==> src/rtl/ram_march_bist.sv <==
// March C- built-in self-test master for the single-port ram.
// Drives the ram port directly and checks data_read one cycle after each read.
//
// state   | meaning
// --------+------------------------------------------------------------
// IDLE    | waiting for start, ram port parked at zero
// WRITE0  | element 0: write background P0, addresses ascending
// RD      | elements 1-4: read issued at current address
// WR      | elements 1-4: previous read compared, element value written
// RD5     | element 5: read P0 at every address, ascending
// CHECK   | last element-5 read compared
// DONE    | one-cycle completion pulse, pass valid
module ram_march_bist #(
  parameter int                   D_WIDTH   = 16,
  parameter int                   A_WIDTH   = 4,
  parameter int                   A_MAX     = 16,
  parameter logic [D_WIDTH-1:0]   PATTERN   = 16'hA5A5,
  parameter int                   CNT_WIDTH = 8
) (
  input  logic                 clk,
  input  logic                 rst,
  input  logic                 start,
  output logic                 busy,
  output logic                 done,
  output logic                 pass,
  output logic [CNT_WIDTH-1:0] err_count,
  output logic [A_WIDTH-1:0]   fail_addr,
  output logic [D_WIDTH-1:0]   fail_data,
  output logic [A_WIDTH-1:0]   mem_address,
  output logic [D_WIDTH-1:0]   mem_data_write,
  output logic                 mem_write_enable,
  input  logic [D_WIDTH-1:0]   mem_data_read
);

  typedef enum logic [2:0] {
    S_IDLE, S_WRITE0, S_RD, S_WR, S_RD5, S_CHECK, S_DONE
  } state_t;

  localparam logic [D_WIDTH-1:0]   P0        = PATTERN;
  localparam logic [D_WIDTH-1:0]   P1        = ~PATTERN;
  localparam logic [A_WIDTH-1:0]   ADDR_LAST = A_WIDTH'(A_MAX - 1);
  localparam logic [CNT_WIDTH-1:0] CNT_SAT   = '1;

  state_t               state;
  logic [2:0]           elem;
  logic                 cmp_valid;
  logic [D_WIDTH-1:0]   cmp_exp;
  logic                 mismatch;
  logic                 elem_down;
  logic                 at_end;
  logic [D_WIDTH-1:0]   rd_val;
  logic [D_WIDTH-1:0]   wr_val;

  // Elements 3 and 4 walk downwards; odd elements read P0, even read P1.
  assign elem_down = (elem == 3'd3) || (elem == 3'd4);
  assign at_end    = elem_down ? (mem_address == '0) : (mem_address == ADDR_LAST);
  assign rd_val    = elem[0] ? P0 : P1;
  assign wr_val    = ~rd_val;
  assign mismatch  = cmp_valid && (mem_data_read != cmp_exp);

  // Sequencer: state, element index and the registered ram port.
  always_ff @(posedge clk) begin
    if (rst) begin
      state            <= S_IDLE;
      elem             <= 3'd0;
      busy             <= 1'b0;
      done             <= 1'b0;
      mem_address      <= '0;
      mem_data_write   <= '0;
      mem_write_enable <= 1'b0;
    end else begin
      case (state)
        S_IDLE: begin
          if (start) begin
            state            <= S_WRITE0;
            busy             <= 1'b1;
            mem_address      <= '0;
            mem_data_write   <= P0;
            mem_write_enable <= 1'b1;
          end
        end
        S_WRITE0: begin
          if (mem_address == ADDR_LAST) begin
            state            <= S_RD;
            elem             <= 3'd1;
            mem_address      <= '0;
            mem_data_write   <= '0;
            mem_write_enable <= 1'b0;
          end else begin
            mem_address <= mem_address + 1'b1;
          end
        end
        S_RD: begin
          state            <= S_WR;
          mem_data_write   <= wr_val;
          mem_write_enable <= 1'b1;
        end
        S_WR: begin
          mem_data_write   <= '0;
          mem_write_enable <= 1'b0;
          if (at_end) begin
            if (elem == 3'd4) begin
              state       <= S_RD5;
              mem_address <= '0;
            end else begin
              state       <= S_RD;
              elem        <= elem + 3'd1;
              mem_address <= ((elem == 3'd2) || (elem == 3'd3)) ? ADDR_LAST : '0;
            end
          end else begin
            state       <= S_RD;
            mem_address <= elem_down ? mem_address - 1'b1 : mem_address + 1'b1;
          end
        end
        S_RD5: begin
          if (mem_address == ADDR_LAST) begin
            state       <= S_CHECK;
            mem_address <= '0;
          end else begin
            mem_address <= mem_address + 1'b1;
          end
        end
        S_CHECK: begin
          state <= S_DONE;
          busy  <= 1'b0;
          done  <= 1'b1;
        end
        S_DONE: begin
          state <= S_IDLE;
          done  <= 1'b0;
        end
        default: state <= S_IDLE;
      endcase
    end
  end

  // Latch the expected value and address alongside every issued read.
  always_ff @(posedge clk) begin
    if (rst) begin
      cmp_valid <= 1'b0;
      cmp_exp   <= '0;
    end else begin
      cmp_valid <= (state == S_RD) || (state == S_RD5);
      cmp_exp   <= (state == S_RD5) ? P0 : rd_val;
    end
  end

  logic [A_WIDTH-1:0] cmp_addr;

  // Address of the outstanding read, needed because RD5 has already moved on.
  always_ff @(posedge clk) begin
    if (rst) cmp_addr <= '0;
    else     cmp_addr <= mem_address;
  end

  // Result registers: cleared by an accepted start, updated on each compare.
  always_ff @(posedge clk) begin
    if (rst || (state == S_IDLE && start)) begin
      pass      <= 1'b0;
      err_count <= '0;
      fail_addr <= '0;
      fail_data <= '0;
    end else begin
      if (mismatch) begin
        if (err_count != CNT_SAT) err_count <= err_count + 1'b1;
        if (err_count == '0) begin
          fail_addr <= cmp_addr;
          fail_data <= mem_data_read;
        end
      end
      if (state == S_CHECK) pass <= (err_count == '0) && !mismatch;
    end
  end

endmodule

==> config.mk <==
export PLATFORM = sky130hd
export DESIGN_NAME = ram_march_bist
export DESIGN_NICKNAME = d
export VERILOG_FILES = /design/src/rtl/ram_march_bist.sv
export SDC_FILE = /design/constraint.sdc
export NUM_CORES = 1
export LEC_CHECK = 0
export CAP_MARGIN = 20
export CORE_MARGIN = 2
export CORE_UTILIZATION = 49
export CTS_BUF_LIST = sky130_fd_sc_hd__clkbuf_4 sky130_fd_sc_hd__clkbuf_8 sky130_fd_sc_hd__clkbuf_16
export DETAILED_ROUTE_END_ITERATION = 10
export GPL_ROUTABILITY_DRIVEN = 0
export PLACE_DENSITY_LB_ADDON = 0.25
export SLEW_MARGIN = 20
export SYNTH_ARGS = -nofsm -noshare
export SYNTH_HDL_FRONTEND = slang
export SYNTH_SLANG_ARGS = --single-unit
==> constraint.sdc <==
create_clock -name clk -period 2.5 [get_ports clk]
set_input_delay 0.25 -clock clk [delete_from_list [all_inputs] [get_ports clk]]
set_output_delay 0.25 -clock clk [all_outputs]
set_load 0.1 [all_outputs]
==> results of run 1 <==
-- per-stage QoR --
step | hold slack [ps] | power (mW) | instance area (µm²) | setup WS (ps)
6_report | 456.3 | 1.600 | 3443 | 444.4
5_1_grt | 470.1 | 1.662 | 3443 | 283.9
4_1_cts | 458.9 | 1.618 | 3443 | 453.5
3_5_place_dp | 440.6 | 1.109 | 3346 | 157.7
3_3_place_gp | 438.5 | 1.108 | 3346 | 217.8
2_1_floorplan | 397.7 | 1.042 | 2820 | 20.51
-- cells by family after synthesis --
logic type      count (synthesis)  share of synthesized area, %
compound gates                111                         24.58
xor+xnor                        3                        0.9318
fa+ha+maj                       8                         3.549
buf+inv                        50                         9.583
flops                          51                         36.20
mux                             5                         1.908
simple gates                  118                         23.25
-- routing by layer --
| metal | wire length (µm) | vias to the layer above | track usage (%) |
|---|---|---|---|
| li1 | - | 1343 | - |
| met1 | 2981 | 1267 | 26.15 |
| met2 | 3419 | 71 | 36.47 |
| met3 | 329 | 2 | 3.507 |
| met4 | 24 | 0 | 4.576 |
| met5 | 0 | - | 0 |
-- power breakdown --
part           switching (mW)  leakage [nW]  internal (mW)
sequential             0.0110         0.412          0.821
clock                   0.301        0.0502          0.208
combinational           0.186         0.819         0.0735
-- worst max-delay path: stages, from the launching register on --
cell                      delay, ps
sky130_fd_sc_hd__dfxtp_1        450
sky130_fd_sc_hd__ha_1           350
sky130_fd_sc_hd__nand3_1        260
sky130_fd_sc_hd__mux2_2         360
sky130_fd_sc_hd__o22ai_2        210
sky130_fd_sc_hd__nand2_2        120
sky130_fd_sc_hd__o41ai_2        210
-- area by class of cell --
type / instances / area, µm²
sequential: 51 / 1021
clock buffer: 5 / 68.82
inverter: 12 / 45.04
clock inverter: 3 / 28.78
tap: 72 / 90.09
timing repair buffer: 82 / 660.6
multi-input combinational: 245 / 1529
fill: 512 / 2097
-- placed cells by master (no fill, tap or decap), types with 2 or more instances in the layout --
| cell | count |
|---|---|
| sky130_fd_sc_hd__nor2_1 | 25 |
| sky130_fd_sc_hd__xnor2_1 | 3 |
| sky130_fd_sc_hd__nor4_4 | 3 |
| sky130_fd_sc_hd__inv_1 | 12 |
| sky130_fd_sc_hd__clkinv_4 | 2 |
| sky130_fd_sc_hd__nand2b_1 | 2 |
| sky130_fd_sc_hd__or3_1 | 9 |
| sky130_fd_sc_hd__nor3b_1 | 2 |
| sky130_fd_sc_hd__o21ai_0 | 9 |
| sky130_fd_sc_hd__o21ai_1 | 27 |
| sky130_fd_sc_hd__clkbuf_8 | 5 |
| sky130_fd_sc_hd__or4_1 | 2 |
| sky130_fd_sc_hd__o22ai_1 | 2 |
| sky130_fd_sc_hd__nand3_1 | 28 |
| sky130_fd_sc_hd__o211ai_1 | 2 |
| sky130_fd_sc_hd__and3_1 | 2 |
| sky130_fd_sc_hd__nand4_1 | 3 |
| sky130_fd_sc_hd__a221o_1 | 2 |
| sky130_fd_sc_hd__mux2i_1 | 2 |
| sky130_fd_sc_hd__a21o_1 | 3 |
| sky130_fd_sc_hd__a211o_1 | 3 |
| sky130_fd_sc_hd__nor2b_1 | 3 |
| sky130_fd_sc_hd__and2_1 | 3 |
| sky130_fd_sc_hd__a22oi_1 | 2 |
| sky130_fd_sc_hd__or4_4 | 2 |
| sky130_fd_sc_hd__nor3_1 | 7 |
| sky130_fd_sc_hd__buf_4 | 64 |
| sky130_fd_sc_hd__ha_1 | 8 |
| sky130_fd_sc_hd__mux2_2 | 3 |
| sky130_fd_sc_hd__a21oi_1 | 40 |
| sky130_fd_sc_hd__nand2_1 | 21 |
| sky130_fd_sc_hd__dfxtp_1 | 51 |
| sky130_fd_sc_hd__o31ai_1 | 2 |
| sky130_fd_sc_hd__clkdlybuf4s50_1 | 18 |
| sky130_fd_sc_hd__a32oi_1 | 3 |
-- registers in the layout (all words and copies together), names as in the netlist, 2 cells and up --
register and count:
elem 3, err_count 8, fail_data 16, mem_address 4
cmp_addr 4, fail_addr 4, state 3, mem_data_write 2
cmp_exp 2
-- worst paths after layout --
path / start / cells after the start / to / slack (ps)
worst min register to register: cmp_addr[2] / 2 / fail_addr[2] / 460
worst min-delay path: cmp_addr[2] / 2 / fail_addr[2] / 460
worst max-delay path: mem_address[0] / 6 / elem[2] / 440
worst max register to register: mem_address[0] / 6 / elem[2] / 440
==> results.md, run 1 <==
- In this run the remaining antenna-violating nets after routing total 0.
- For the worst setup path, the data arrival time is 2270 ps.
- Measured against its own limit, the worst slew margin works out to 60.69%.
- Sorting the synthesized cells by how often they occur yields sky130_fd_sc_hd__dfxtp_1, sky130_fd_sc_hd__a21oi_1, sky130_fd_sc_hd__nand3_1, sky130_fd_sc_hd__o21ai_1, sky130_fd_sc_hd__nor2_1.
- The most common cell in the synthesized netlist is sky130_fd_sc_hd__dfxtp_1.
- The first global-routing pass estimated 10.78 mm of wire.
- Once the clock tree was built, the setup fixing pass inserted 0 buffers.
- Input and output buffers added on the ports amount to 70.
- The maximum buffer depth of the clock tree is 2.
- Static timing analysis puts the maximum clock frequency at 0.4865 GHz.
- The die footprint is 6378 µm².
- The detailed placement HPWL is 4.927 mm.
- The critical path startpoint category is a flip-flop.
- The CTS sink count is 51.
- The floorplan die height is 79.87 µm.
- Across every metal layer, demand over resource in global routing totals 20.60%.
- For this run, the post-layout net count is 424.
- The synthesis-stage register bit count is 51.
- STA puts the critical path data required time at 2720 ps.
- In this run the mean area of a mapped cell was 8.151 µm².
- The total via count in the routed design is 2683.
- The netlist area before placement is 2820 µm².
- After detailed placement, the design holds a cell count of 462.
- The CTS root buffer is sky130_fd_sc_hd__clkbuf_8.
- The async set-or-reset flop fraction in the synthesized netlist is 0%.
- The first detailed-routing pass ran for 4 iterations.
- The final standard cell utilization of the core is 62.15%.
- The number of antenna violations at the first check in global routing is 0.
- The area share of the leading cell type in the synthesized netlist is 36.20%.
- Gates resized during post-CTS repair numbered 0.
- Dividing the detail-routed wire length by the instance count gives 14.37 µm.
- Clock-pin slew was measured on the worst setup and hold paths at 100 ps.
- The power density over cell area is 464.8 nW/µm².
- The cell count after synthesis came out at 346.
- The CTS buffer count is 5.
- Summed over all failing endpoints, the final setup total negative slack is 0 ps.
- The analysis attributes to cell leakage a power of 1.282 nW.
- The aggregate routed wire length is 6.754 mm.
- The final worst clock skew is 7.953 ps.
- After detailed routing, the number of vias per cell comes to 5.709.
- STA classifies the critical path endpoint as a flip-flop.
- The critical setup path kind is reg2reg.
- VDD sags by at most 0.4081 mV.
- Setup repair after global routing left no endpoint under its margin.
- The number of synthesized flops with an enable pin is 0.
- The floorplan core area is 5540 µm².
- The tightest min-delay check is of the reg2reg type.
- Ranked by total cell area, the synthesized netlist is headed by sky130_fd_sc_hd__dfxtp_1, sky130_fd_sc_hd__a21oi_1, sky130_fd_sc_hd__nand3_1, sky130_fd_sc_hd__o21ai_1, sky130_fd_sc_hd__buf_4.
- The overflow left after global routing is 0.
- The max-slew violation count is 0.
- Relative to the synthesized area, the layout overhead comes to 22.09%.
- The most used flip-flop cell after synthesis is sky130_fd_sc_hd__dfxtp_1.
- After detailed routing, the number of remaining DRC violations is 0.
- After the flow finishes, the layout carries non-filler instances totaling 470.
- The run finished with clean final reports.
- The number of buffers inserted by hold repair at cts is 0.
- Entering global routing, the biggest net connects 36 pins.
- The period utilization is 82.22%.
- The TritonCTS clock tree is done.
- The fraction of the yosys area taken by sequential cells is 36.20%.
- The maximum fanout along the worst path is 8.
- For the worst-skew pair, the clock arrives at the later sink with an insertion delay of 300 ps.
- The hold violation total from the final report was 0.
- The net count of the mapped netlist is 373.
- The H-tree level count is 2.
- The initial utilization of the core area, before any placement, comes to 50.90%.
- The die outline width is 79.87 µm.
- The number of failing setup endpoints in the final timing report is 0.
- The number of max-cap violations is 0.
- The library cell occupying the most area in the post-synthesis netlist is sky130_fd_sc_hd__dfxtp_1.
- After floorplanning, the core was divided into 27 placement rows.
- In this run, the number of DRC markers left after iteration 0 of detailed routing was 146.
- At the pin with the least slew margin, the transition time is 585.2 ps.
- The antenna diode count is 0.
- The boundary pin count is 71.
- The number of global-route vias before repair is 2367.
- The fraction of layout instances using a drive strength above 1 is 21.86%.
- The synthesized netlist contains 58 unique library cells.
- The final critical delay including setup and external delays is 2056 ps.
- The count of warnings emitted by yosys is 0.
Power figures use the tool's default switching activity.
==> run 2: changes to the inputs <==
==> constraint.sdc (replaced) <==
create_clock -name clk -period 1.9 [get_ports clk]
set_input_delay 0.19 -clock clk [delete_from_list [all_inputs] [get_ports clk]]
set_output_delay 0.19 -clock clk [all_outputs]
set_load 0.1 [all_outputs]
==> run 2 against run 1 <==
The run now ends with negative setup slack left; sequential power increased by 31%; clock skew increased by 2.5 ps; combinational power increased by 61%; clock power increased by 40%; first-iteration DRC count increased by 4.8%; core utilization increased by 12 points; critical path depth increased by 2; via count increased by 7.5%; critical path type unchanged; critical endpoint is now fail_data[5]; largest power group unchanged.
==> results.md, run 2 (synthesis gave the netlist of run 1 again) <==
- The flow ran to the end, but the final reports show violations.
- The checks that failed: negative setup slack.
- The max-slew violation count came to 0.
- After layout, the worst setup slack is -24.94 ps.
- The top cell family by delay on the critical path is simple AND/OR/NAND/NOR gates.
- The number of global-route vias before repair is 2573.
- The worst pin sits at a relative slew slack of 60.75%.
- The critical path startpoint category is a flip-flop.
- The final critical delay including setup and external delays is 1925 ps.
- Of all nets on the critical path, the largest fanout is 5.
- At the pin with the least slew margin, the transition time is 584.3 ps.
- The boundary pin count is 71.
- The hold violation total from the final report was 0.
- For the worst-skew pair, the clock arrives at the later sink with an insertion delay of 300 ps.
- The critical setup path kind is reg2reg.
- Setup violations remaining at the end of the flow were counted as 2.
- Leaving out fill and tap cells, the most frequent cell in the layout is sky130_fd_sc_hd__buf_4.
- Buffers placed on the I/O ports in this run total 70.
- The layout-stage area growth over the synthesis result is 46.27%.
- The sum of negative setup slack is -41.26 ps.
- Traced cell by cell, the critical path runs through inv_2 -> ha_4 -> or4b_4 -> nor4_4 -> and2_4 -> clkbuf_16 -> nand3_2 -> a21oi_1.
- For this run, the post-layout net count is 456.
- The region available for standard cell placement spans 5540 µm².
- The start point of the worst hold path is mem_data_read[6].
- Across all hold checks on the routed design, the worst slack comes to 252.2 ps.
- The clock arrives with 10.45 ps of skew.
- The worst hold path passes through 3 cells.
- Measured in cells, the most critical reg-to-reg path has a length of 8.
- TritonCTS built the clock tree.
- The kind of capture point of the worst setup path is a flip-flop.
- The routed length per placed instance is 15.91 µm.
- The register with the most flip-flops in the layout has 16 of them.
- fail_data holds more flip-flops than any other register.
- The antenna diode count is 0.
- The worst endpoint required time is 2140 ps.
- The beginning of the worst register-to-register path is err_count[1].
- The number of buffers and inverters on the critical path is 2.
- Hold repair after CTS inserted 0 buffers.
- The CTS buffer count is 5.
- For this design, the sink count on the clock tree is 51.
- The cell type of the slowest stage on the worst timing path is sky130_fd_sc_hd__or4b_4.
- The CTS root buffer is sky130_fd_sc_hd__clkbuf_8.
- The die is 79.87 µm tall.
- The final layout contains routed wiring with a total length of 7.985 mm.
- The tightest min-delay check is of the in2reg type.
- For this run, the detailed router's first-pass iteration total came to 4.
- Across the VDD grid, the largest voltage drop is 0.5475 mV.
- Of the available clock period, the critical path in the final layout requires 101.3%.
- The tool flagged a number of max-cap violations equal to 0.
- The number of antenna violations at the first check in global routing was 0.
- The maximum frequency from static timing analysis is 0.5195 GHz.
- The worst reg-to-reg setup slack is -20 ps.
- The global-route wire length before repair is 11.54 mm.
- The maximum number of pins on one net before global-route repair is 30.
- The clock transition at the registers of the reported paths is 100 ps.
- Summed over all nets, the half-perimeter wirelength after detailed placement is 5.231 mm.
- The final route contains 2884 vias.
- The initial core utilization is 50.90%.
- The die outline width is 79.87 µm.
- The post-route netlist has 39.30% of its cells at a drive strength greater than 1.
- The data arrival time of the critical path is 2170 ps.
- The iteration-0 DRC count of the detailed router is 153.
- The floorplan has 27 rows.
- The power density over cell area is 537.9 nW/µm².
- In the global route stage, overall resource usage came out at 22.13%.
- The delay of the slowest cell on the worst path is 460 ps.
- Leaving out fill and tap cells, the most frequent cells in the layout are sky130_fd_sc_hd__buf_4, sky130_fd_sc_hd__dfxtp_1, sky130_fd_sc_hd__a21oi_1.
- No sink is reached through more buffers than the 2 on the longest clock path.
- The die covers 6378 µm².
- The endpoint of the worst register-to-register path is fail_data[5].
- The overflow left after global routing is 0.
- In this run the number of H-tree levels came out at 2.
- The detail route stage leaves a number of antenna-violating nets equal to 0.
- Setup repair after global routing could not meet its margin everywhere.
- In the routed layout, each cell is associated on average with a via count of 5.745.
- The hold path endpoint is fail_data[6].
- For this design the static power due to leakage is 1.513 nW.
- The post-detailed-route DRC marker count is 0.
- In the final layout, the registers with the most flip-flops are fail_data x16, err_count x8.
## run 2: worst reg2reg max path, delay by kind of cell (launching register included)
family | cells | cell delay [ps]
AO/OA/AOI/OAI | 1 | 140
flip-flops | 1 | 370
adder cells (fa/ha/maj) | 1 | 110
AND/OR/NAND/NOR | 4 | 1000
buffers and inverters | 2 | 250
## run 2: cell type report
class / instances / area (µm²)
multi-input combinational: 245 / 1743
inverter: 12 / 45.04
fill: 407 / 1415
tap: 72 / 90.09
timing repair buffer: 114 / 1084
clock inverter: 1 / 7.507
clock buffer: 7 / 101.3
sequential: 51 / 1055
## run 2: report_power, final
group | switching, mW | internal, mW | total, mW | leakage [nW]
Combinational | 0.267 | 0.151 | 0.418 | 1.04
Sequential | 0.0148 | 1.07 | 1.09 | 0.421
Clock | 0.361 | 0.355 | 0.715 | 0.0530
## run 2: how the worst max path moves through the flow
stage,depth (start not counted),slack [ps],end,from
global placement,7,-190,err_count[2],mem_data_read[6]
detailed placement,7,-250,fail_data[13],mem_data_read[6]
floorplan,7,-10,elem[2],mem_address[1]
CTS,8,5,fail_data[13],err_count[0]
finish,8,-20,fail_data[5],err_count[1]
global route,8,-60,fail_data[5],err_count[1]
## run 2: repair_timing
item / in CTS / in global routing
gates cloned: 0 / 3
pin swaps: 1 / 14
endpoints found under the setup margin: 3 / 26
gates resized for setup: 2 / 43
buffers inserted: 0 / 3
## run 2: per-layer routing
metal  GRT usage (%)  wire (µm)  vias up
li1                -          -     1406
met1           26.38       3295     1355
met2           40.00       4048      101
met3           4.186        411       22
met4           6.780        230        0
met5               0          0        -
## run 2: metrics by stage
| step | power, mW | instances | worst slack [ps] | utilization, % | instance area [µm²] |
|---|---|---|---|---|---|
| floorplan | 1.363 | 346 | -13.41 | - | 2878 |
| global placement | 1.514 | 488 | -189.1 | 67.21 | 3724 |
| detailed placement | 1.518 | 488 | -251.4 | 67.21 | 3724 |
| CTS | 2.230 | 496 | 4.712 | 69.24 | 3836 |
| global route | 2.303 | 502 | -60.70 | 74.46 | 4125 |
| finish | 2.219 | 502 | -24.94 | 74.46 | 4125 |
